[src/rtl/multiport_regfile_if.sv]
// Bus bundle between decode/writeback (master) and the multiport register file (slave).
// Read, write, claim and scoreboard signals; ports are packed with port p at [p*W +: W].
interface multiport_regfile_if #(
  parameter int unsigned DATA_WIDTH  = 8,
  parameter int unsigned REG_AMT     = 4,
  parameter int unsigned READ_PORTS  = 2,
  parameter int unsigned WRITE_PORTS = 1
);
  localparam int unsigned AW = (REG_AMT > 1) ? $clog2(REG_AMT) : 1;

  logic [READ_PORTS*AW-1:0]          rd_adrs;
  logic [READ_PORTS*DATA_WIDTH-1:0]  rd_data;
  logic [READ_PORTS-1:0]             rd_hazard;
  logic [WRITE_PORTS-1:0]            wr_en;
  logic [WRITE_PORTS*AW-1:0]         wr_adrs;
  logic [WRITE_PORTS*DATA_WIDTH-1:0] wr_data;
  logic                              claim_en;
  logic [AW-1:0]                     claim_adrs;
  logic [REG_AMT-1:0]                busy;
  logic                              wr_conflict;

  modport master (
    output rd_adrs,
    input  rd_data,
    input  rd_hazard,
    output wr_en,
    output wr_adrs,
    output wr_data,
    output claim_en,
    output claim_adrs,
    input  busy,
    input  wr_conflict
  );

  modport slave (
    input  rd_adrs,
    output rd_data,
    output rd_hazard,
    input  wr_en,
    input  wr_adrs,
    input  wr_data,
    input  claim_en,
    input  claim_adrs,
    output busy,
    output wr_conflict
  );
endinterface

[src/rtl/multiport_regfile.sv]
// Parametrised register file: combinational reads with optional write bypass, synchronous
// writes (highest port wins), optional zero register and a per-register busy scoreboard.
module multiport_regfile #(
  parameter int unsigned DATA_WIDTH  = 8,
  parameter int unsigned REG_AMT     = 4,
  parameter int unsigned READ_PORTS  = 2,
  parameter int unsigned WRITE_PORTS = 1,
  parameter bit          BYPASS      = 1'b1,
  parameter bit          ZERO_REG    = 1'b0
) (
  input  logic               clk,
  input  logic               rst_n,
  multiport_regfile_if.slave bus
);
  localparam int unsigned AW = (REG_AMT > 1) ? $clog2(REG_AMT) : 1;

  function automatic logic in_range(input logic [AW-1:0] a);
    return 32'(a) < REG_AMT;
  endfunction

  logic [DATA_WIDTH-1:0] regs_q [REG_AMT];
  logic [DATA_WIDTH-1:0] regs_d [REG_AMT];
  logic [REG_AMT-1:0]    busy_q, busy_d;
  logic                  wr_conflict_q, wr_conflict_d;

  logic [AW-1:0]         wa [WRITE_PORTS];
  logic [DATA_WIDTH-1:0] wd [WRITE_PORTS];

  logic [READ_PORTS*DATA_WIDTH-1:0] rd_data;
  logic [READ_PORTS-1:0]            rd_hazard;

  for (genvar w = 0; w < WRITE_PORTS; w++) begin : g_wr
    assign wa[w] = bus.wr_adrs[w*AW +: AW];
    assign wd[w] = bus.wr_data[w*DATA_WIDTH +: DATA_WIDTH];
  end

  // Write ports in ascending order so the highest-index port wins; the claim is applied
  // last so a new claim beats a same-cycle writeback of the old value.
  always_comb begin
    regs_d        = regs_q;
    busy_d        = busy_q;
    wr_conflict_d = 1'b0;
    for (int unsigned w = 0; w < WRITE_PORTS; w++) begin
      if (bus.wr_en[w] && in_range(wa[w])) begin
        regs_d[wa[w]] = wd[w];
        busy_d[wa[w]] = 1'b0;
      end
    end
    for (int unsigned i = 0; i < WRITE_PORTS; i++) begin
      for (int unsigned j = i + 1; j < WRITE_PORTS; j++) begin
        if (bus.wr_en[i] && bus.wr_en[j] && in_range(wa[i]) && (wa[i] == wa[j])) begin
          wr_conflict_d = 1'b1;
        end
      end
    end
    if (bus.claim_en && in_range(bus.claim_adrs)) begin
      busy_d[bus.claim_adrs] = 1'b1;
    end
    if (ZERO_REG) begin
      regs_d[0] = '0;
      busy_d[0] = 1'b0;
    end
  end

  always_ff @(posedge clk or negedge rst_n) begin
    if (!rst_n) begin
      for (int unsigned r = 0; r < REG_AMT; r++) begin
        regs_q[r] <= '0;
      end
      busy_q        <= '0;
      wr_conflict_q <= 1'b0;
    end else begin
      regs_q        <= regs_d;
      busy_q        <= busy_d;
      wr_conflict_q <= wr_conflict_d;
    end
  end

  for (genvar p = 0; p < READ_PORTS; p++) begin : g_rd
    logic [AW-1:0]         ra;
    logic [DATA_WIDTH-1:0] data;
    logic                  fwd;
    logic                  hz;

    assign ra = bus.rd_adrs[p*AW +: AW];

    always_comb begin
      data = '0;
      fwd  = 1'b0;
      hz   = 1'b0;
      if (in_range(ra)) begin
        data = regs_q[ra];
        if (BYPASS) begin
          for (int unsigned w = 0; w < WRITE_PORTS; w++) begin
            if (bus.wr_en[w] && (wa[w] == ra)) begin
              data = wd[w];
              fwd  = 1'b1;
            end
          end
        end
        hz = busy_q[ra] && !fwd;
      end
      if (ZERO_REG && (ra == '0)) begin
        data = '0;
      end
    end

    assign rd_data[p*DATA_WIDTH +: DATA_WIDTH] = data;
    assign rd_hazard[p]                        = hz;
  end

  assign bus.rd_data     = rd_data;
  assign bus.rd_hazard   = rd_hazard;
  assign bus.busy        = busy_q;
  assign bus.wr_conflict = wr_conflict_q;

endmodule
[src/flat_wrapper.sv]
// flat-port wrapper written by rule: the top's interface ports become plain ports
module multiport_regfile_flat 
#(
  parameter int unsigned DATA_WIDTH  = 8,
  parameter int unsigned REG_AMT     = 4,
  parameter int unsigned READ_PORTS  = 2,
  parameter int unsigned WRITE_PORTS = 1,
  parameter bit          BYPASS      = 1'b1,
  parameter bit          ZERO_REG    = 1'b0
)
  (clk, rst_n, bus_rd_adrs, bus_rd_data, bus_rd_hazard, bus_wr_en, bus_wr_adrs, bus_wr_data, bus_claim_en, bus_claim_adrs, bus_busy, bus_wr_conflict);
  multiport_regfile_if #(.DATA_WIDTH(DATA_WIDTH), .REG_AMT(REG_AMT), .READ_PORTS(READ_PORTS), .WRITE_PORTS(WRITE_PORTS)) bus_i ();
  input  logic clk;
  input  logic rst_n;
  input wire logic [$bits(bus_i.rd_adrs)-1:0] bus_rd_adrs;
  output wire logic [$bits(bus_i.rd_data)-1:0] bus_rd_data;
  output wire logic [$bits(bus_i.rd_hazard)-1:0] bus_rd_hazard;
  input wire logic [$bits(bus_i.wr_en)-1:0] bus_wr_en;
  input wire logic [$bits(bus_i.wr_adrs)-1:0] bus_wr_adrs;
  input wire logic [$bits(bus_i.wr_data)-1:0] bus_wr_data;
  input wire logic [$bits(bus_i.claim_en)-1:0] bus_claim_en;
  input wire logic [$bits(bus_i.claim_adrs)-1:0] bus_claim_adrs;
  output wire logic [$bits(bus_i.busy)-1:0] bus_busy;
  output wire logic [$bits(bus_i.wr_conflict)-1:0] bus_wr_conflict;
  assign bus_i.rd_adrs = bus_rd_adrs;
  assign bus_rd_data = bus_i.rd_data;
  assign bus_rd_hazard = bus_i.rd_hazard;
  assign bus_i.wr_en = bus_wr_en;
  assign bus_i.wr_adrs = bus_wr_adrs;
  assign bus_i.wr_data = bus_wr_data;
  assign bus_i.claim_en = bus_claim_en;
  assign bus_i.claim_adrs = bus_claim_adrs;
  assign bus_busy = bus_i.busy;
  assign bus_wr_conflict = bus_i.wr_conflict;
  multiport_regfile #(.DATA_WIDTH(DATA_WIDTH), .REG_AMT(REG_AMT), .READ_PORTS(READ_PORTS), .WRITE_PORTS(WRITE_PORTS), .BYPASS(BYPASS), .ZERO_REG(ZERO_REG)) u_core (.clk(clk), .rst_n(rst_n), .bus(bus_i));
endmodule
[config.mk]
export PLATFORM = sky130hd
export DESIGN_NAME = multiport_regfile_flat
export DESIGN_NICKNAME = d
export VERILOG_FILES = /design/src/rtl/multiport_regfile_if.sv /design/src/rtl/multiport_regfile.sv /design/src/flat_wrapper.sv
export SDC_FILE = /design/constraint.sdc
export NUM_CORES = 1
export LEC_CHECK = 0
export BUFFER_PORTS_ARGS = -buffer_cell sky130_fd_sc_hd__buf_2
export CORE_ASPECT_RATIO = 1.25
export CORE_UTILIZATION = 59
export CTS_CLUSTER_SIZE = 10
export DETAILED_ROUTE_END_ITERATION = 7
export GPL_ROUTABILITY_DRIVEN = 1
export GPL_TIMING_DRIVEN = 0
export PLACE_DENSITY = 0.85
export SYNTH_ARGS = -nofsm -noshare
export SYNTH_HDL_FRONTEND = slang
export SYNTH_SLANG_ARGS = --single-unit
[constraint.sdc]
create_clock -name clk -period 2.4 [get_ports clk]
set_clock_uncertainty 0.2 [all_clocks]
set_input_delay 0.12 -clock clk [delete_from_list [all_inputs] [get_ports clk]]
set_output_delay 0.12 -clock clk [all_outputs]
set_load 0.05 [all_outputs]
==> results of run 1 <==
[state kept, by name, indices dropped and copies added (netlist names)]
register,cells
u_core.bus.busy,4
u_core.regs_q,32
[synthesized netlist by cell type]
master	instances
xnor2_2	4
o32ai_1	1
mux2_2	32
mux4_1	2
conb_1	1
o31ai_1	1
inv_1	3
nor3b_4	1
nand3_4	2
buf_4	6
a32o_1	2
nand3b_2	2
mux2_4	16
buf_6	2
nand2_1	1
and2_1	2
nand3_2	1
buf_2	2
mux4_2	16
dfrtp_1	36
[through the flow]
| step | total power (µW) | utilization |
|---|---|---|
| floorplan | 1516 | - |
| global placement | 1649 | 0.6857 |
| detailed placement | 1698 | 0.6857 |
| CTS | 2165 | 0.7514 |
| global route | 2246 | 0.7514 |
| finish | 2150 | 0.7514 |
[cell families after synthesis]
logic type	synth area share
and+or+nand+nor	0.04640
muxes	0.4584
buffers and inverters	0.04018
AOI/OAI and AO/OA	0.01641
DFF	0.4075
other	0.001696
xor gates and xnor gates	0.02943
[worst paths after layout]
path / from / endpoint / slack (ps) / depth (start not counted)
max reg2reg: u_core.bus.busy[0]$_DFF_PN0_ / u_core.bus.busy[0]$_DFF_PN0_ / 950 / 3
min in group asynchronous: rst_n / u_core.regs_q[14]$_DFFE_PN0P_ / 270 / 2
min reg2reg: u_core.regs_q[11]$_DFFE_PN0P_ / u_core.regs_q[11]$_DFFE_PN0P_ / 330 / 1
max: u_core.bus.busy[1]$_DFF_PN0_ / bus_rd_hazard[0] / 400 / 4
max in group asynchronous: rst_n / u_core.regs_q[27]$_DFFE_PN0P_ / 1230 / 2
min: bus_wr_adrs[0] / u_core.regs_q[26]$_DFFE_PN0P_ / 150 / 3
[routing by layer]
| metal | vias to the layer above | track usage | wire [µm] |
|---|---|---|---|
| met5 | - | 0 | 0 |
| met4 | 0 | 0.1355 | 133 |
| met3 | 14 | 0.05741 | 171 |
| met2 | 41 | 0.4934 | 2691 |
| met1 | 761 | 0.3167 | 1859 |
| li1 | 632 | - | - |
[placed cells by master, fill, tap and decap left out, types with 3 or more instances in the layout]
master          n
dlygate4sd3_1  14
inv_1           3
buf_4           6
buf_2          36
mux2_2         32
clkbuf_8        6
xnor2_2         4
mux4_2         16
dfrtp_1        36
mux2_4         16
[power by group]
part | switching, µW | internal [µW] | leakage, µW
logic | 503 | 398 | 0.000742
registers | 89.7 | 720 | 0.000425
clock network | 209 | 229 | 0.0000510
[critical path: cells and delay by family (launching register included)]
kind | cells | cell delay [ps]
mux | 1 | 500
flops | 1 | 410
simple gates | 1 | 170
buf+inv | 2 | 320
[what timing repair did]
item,CTS,global route
hold endpoints to repair,72,0
resized for setup,0,0
hold buffers,14,0
[cell type report]
class                      instances  share of cell area
tap                               39             0.01833
inverter                           3            0.004229
timing repair buffer              48              0.1165
multi-input combinational         84              0.4586
sequential                        36              0.3383
buffer                            10             0.02914
clock buffer                       6             0.03102
clock inverter                     2            0.003759
==> results.cfg, run 1 <==
[outcome]
outcome = finished, violations left
violations = DRC

[route]
vias = 1448
vias_per_cell = 6.351
drc_errors = 4
wirelength_mm = 4.857
drtIter0Drc = 49
wl_per_cell_um = 21.30
dr.pass1.iters = 6
antenna_left = 0

[logic_synthesis]
netlist.area_leader.share = 0.4075
yosys_warnings = 0
avgSynthCellArea_um2 = 16.62
synthTopCellsByArea = dfrtp_1 41%, mux2_2 16%, mux4_2 16%
syn_inst = 133
ys_ff_latch = 36
yosysTopAreaCell = dfrtp_1
synth.distinct_cells = 20
ys_seq_area_frac = 0.4075
synth_fp_nets = 153
syn_area_um2 = 2211

[placed_design]
io_buffers = 34
dp_hpwl_mm = 3.246
dp.cells = 206
pre_cts_slack_ps = 666.1
placed_area_um2 = 2430
place.gp.congestion = 0.6765

[clock_tree]
clk_latency_ps = 280
cts_inserted_buffers = 5
clk_pin_slew_worst_paths_ps = 70
cts_tree = done
cts_sinks = 36
clk_path_buf_depth = 2
clockRootBuffer = clkbuf_8
cts_setup_buffers = 0
h-tree-depth = 2

[floorplan]
rows = 24
fp.dieArea_um2 = 3997
die_w_um = 56.75
die_y_um = 70.44
io_pins = 43
initial_utilization = 0.6239
core_area_um2 = 3543

[global_route]
grt_pass1_vias = 1595
grt_pass1_wl_mm = 8.031
grt_use_total = 0.2787
grt_max_degree = 37
antenna_found_initial = 0
grt_overflow_total = 0

[cells_and_area]
fin_cells = 228
area_growth_pct = 20.43
drive_above_1_share = 0.6667
n_antenna_cell = 0
nNetsFinal = 208
fillers = 225
finalInstanceArea_um2 = 2663
multi_input_area_um2 = 1221
regArea_um2 = 900.9

[hold_path]
hp-class = input pin to flip-flop

[critical_path]
crit_type = flip-flop to output pin
required_ps = 2080
crit_path_max_incr_delay_ps = 500
cp_slowest_cell = mux4_1
crit_chain = mux4_1, and2_1, buf_4, buf_2
worst-endpoint-arrival_ps = 1680
startpoint_type = flip-flop
cp_max_fo = 4
end_kind = output pin

[sta]
finalHoldViolCount = 0
setup_ws_ps = 400.7
rsz0062_at_grt = no
timing.hold.ws_ps = 153.2
finalSetupTns_ps = 0
finalCriticalPeriod_ps = 1999
slew_headroom = 0.4658
worst_slew_pin_slew_ps = 801.3
finalSetupViolations = 0
fin_crit_sh = 0.8331
fmax_mhz = 500.2
slew_viol_final = 0

[power_and_ir_drop]
power_density_nw_per_um2 = 807.3
peakVddDrop_v = 0.0004987
p_leak_uw = 0.001218

[run]
cap_violations = 0
Power figures use the tool's default switching activity.
==> run 2, diff against run 1 <==
Settings changed: CORE_UTILIZATION 59 to 50, PLACE_DENSITY 0.85 to 0.77.
Clock period 2.4 ns to 1.8 ns, I/O delays scaled along.
==> results.cfg, run 2 (synthesis gave the netlist of run 1 again) <==
[route]
top_layer_used = met4
dr.pass1.iters = 4
wl_met3_um = 117
drtIter0Drc = 35
vias = 1421
wl_per_cell_um = 19.70
wl_met1_mm = 1.974
drc_errors = 0
wirelength_mm = 4.965
dr_wl_met2_mm = 2.727
vias_per_cell = 5.639
antenna_left = 0

[clock_tree]
h-tree-depth = 2
clk_latency_ps = 280
cts_tree = done
cts_inserted_buffers = 5
clk_path_buf_depth = 2
clk_pin_slew_worst_paths_ps = 70
clockRootBuffer = clkbuf_8
cts_sinks = 36

[floorplan]
fp.dieArea_um2 = 4693
core_area_um2 = 4164
rows = 26
initial_utilization = 0.5309
io_pins = 43
die_w_um = 61.48
die_y_um = 76.35

[power_and_ir_drop]
p_comb_frac = 0.462
power_density_nw_per_um2 = 1076
p_seq_frac = 0.348
p_leak_uw = 0.001283
p_clk_frac = 0.190
p_sw_uw = 1094
peakVddDrop_v = 0.0005864
p_int_uw = 1978
switching_share = 0.3562

[placed_design]
pre_cts_slack_ps = 143.0
io_buffers = 34
place.gp.congestion = 0.7031
dp_hpwl_mm = 3.176

[hold_path]
hp-class = input pin to flip-flop
min_from = bus_wr_adrs[1]
min_to = u_core.regs_q[25]$_DFFE_PN0P_
hold_path_depth = 3

[global_route]
antenna_found_initial = 0
grt_pass1_vias = 1613
grt_overflow_total = 0
grt_use_total = 0.2444
grt_max_degree = 37
grt_pass1_wl_mm = 7.976

[cells_and_area]
final_cell_mix = 36 x dfrtp_1, 32 x mux2_2, 18 x buf_2, 18 x mux4_2, 17 x buf_6
drive_above_1_share = 0.6888
area_growth_pct = 29.15
fillers = 314
regArea_um2 = 900.9
final_common_cell = dfrtp_1
largest_reg_flops = 32
largest_register = u_core.regs_q
multi_input_area_um2 = 1219
nNetsFinal = 215
final_util = 0.6857
n_antenna_cell = 0

[critical_path]
rr_worst_depth = 4
end_kind = output pin
required_ps = 1510
crit-reg2reg-launch = u_core.bus.busy[0]$_DFF_PN0_
worst-endpoint-arrival_ps = 1600
startpoint_type = flip-flop
cp_max_fo = 3
r2r_slack_ps = 210
timing.rr.end = u_core.bus.busy[0]$_DFF_PN0_
crit_type = flip-flop to output pin

[sta]
finalCriticalPeriod_ps = 1889
finalSetupViolations = 16
rsz0062_at_grt = yes
slew_viol_final = 0
finalHoldViolCount = 0
finalSetupTns_ps = -1019
fin_crit_sh = 1.050
setup_ws_ps = -89.34
slew_headroom = 0.4732
fmax_mhz = 529.3
timing.hold.ws_ps = 134.7
worst_slew_pin_slew_ps = 790.2

[outcome]
violations = setup timing
outcome = finished, violations left

[run]
cap_violations = 0
==> run 2: layer usage <==
metal,vias to the layer above,GRT usage
met5,-,0
met4,0,0.1111
met3,13,0.04924
met2,37,0.4120
met1,737,0.2909
li1,634,-
==> run 2: how the worst max path moves through the flow <==
stage / startpoint / endpoint / slack, ps / cells after the start
global route: u_core.regs_q[4]$_DFFE_PN0P_ / bus_rd_data[12] / -130 / 3
global placement: bus_rd_adrs[3] / bus_rd_data[11] / 150 / 5
floorplan: u_core.bus.busy[1]$_DFF_PN0_ / bus_rd_hazard[0] / 70 / 3
finish: u_core.regs_q[4]$_DFFE_PN0P_ / bus_rd_data[12] / -90 / 3
CTS: u_core.regs_q[3]$_DFFE_PN0P_ / bus_rd_data[3] / -80 / 3
detailed placement: bus_rd_adrs[3] / bus_rd_data[8] / 140 / 5
==> run 2: worst max-delay path, stage by stage, from the launching register on <==
cell and delay (ps):
dfrtp_1 390, mux4_2 480, mux2_4 290, buf_6 160
==> run 2: metrics by stage <==
step                      instances  instance area (µm²)  power [µW]
after floorplan                 133                 2211        2022
after global placement          223                 2451        2202
after detailed placement        223                 2451        2256
after CTS                       249                 2823        3056
after global routing            252                 2855        3213
final                           252                 2855        3073
==> run 2: layout make-up <==
class	instances	share of cell area
buffer	8	0.02191
clock buffer	8	0.03155
inverter	3	0.003944
multi-input combinational	84	0.4268
sequential	36	0.3155
tap	56	0.02454
timing repair buffer	57	0.1757
==> run 2: power by group through the flow <==
stage	Sequential, µW	Clock (µW)	Combinational (µW)
global placement	1060	0	1150
floorplan	1100	0	926
CTS	1060	601	1390
global route	1090	639	1490
detailed placement	1080	0	1180
finish	1070	584	1420
==> run 2: repair_timing <==
item,4_1_cts,5_1_grt
resized for setup,40,3
hold buffers,14,0
buffers inserted,5,4
endpoints found under the setup margin,18,18
endpoints found under the hold margin,72,0
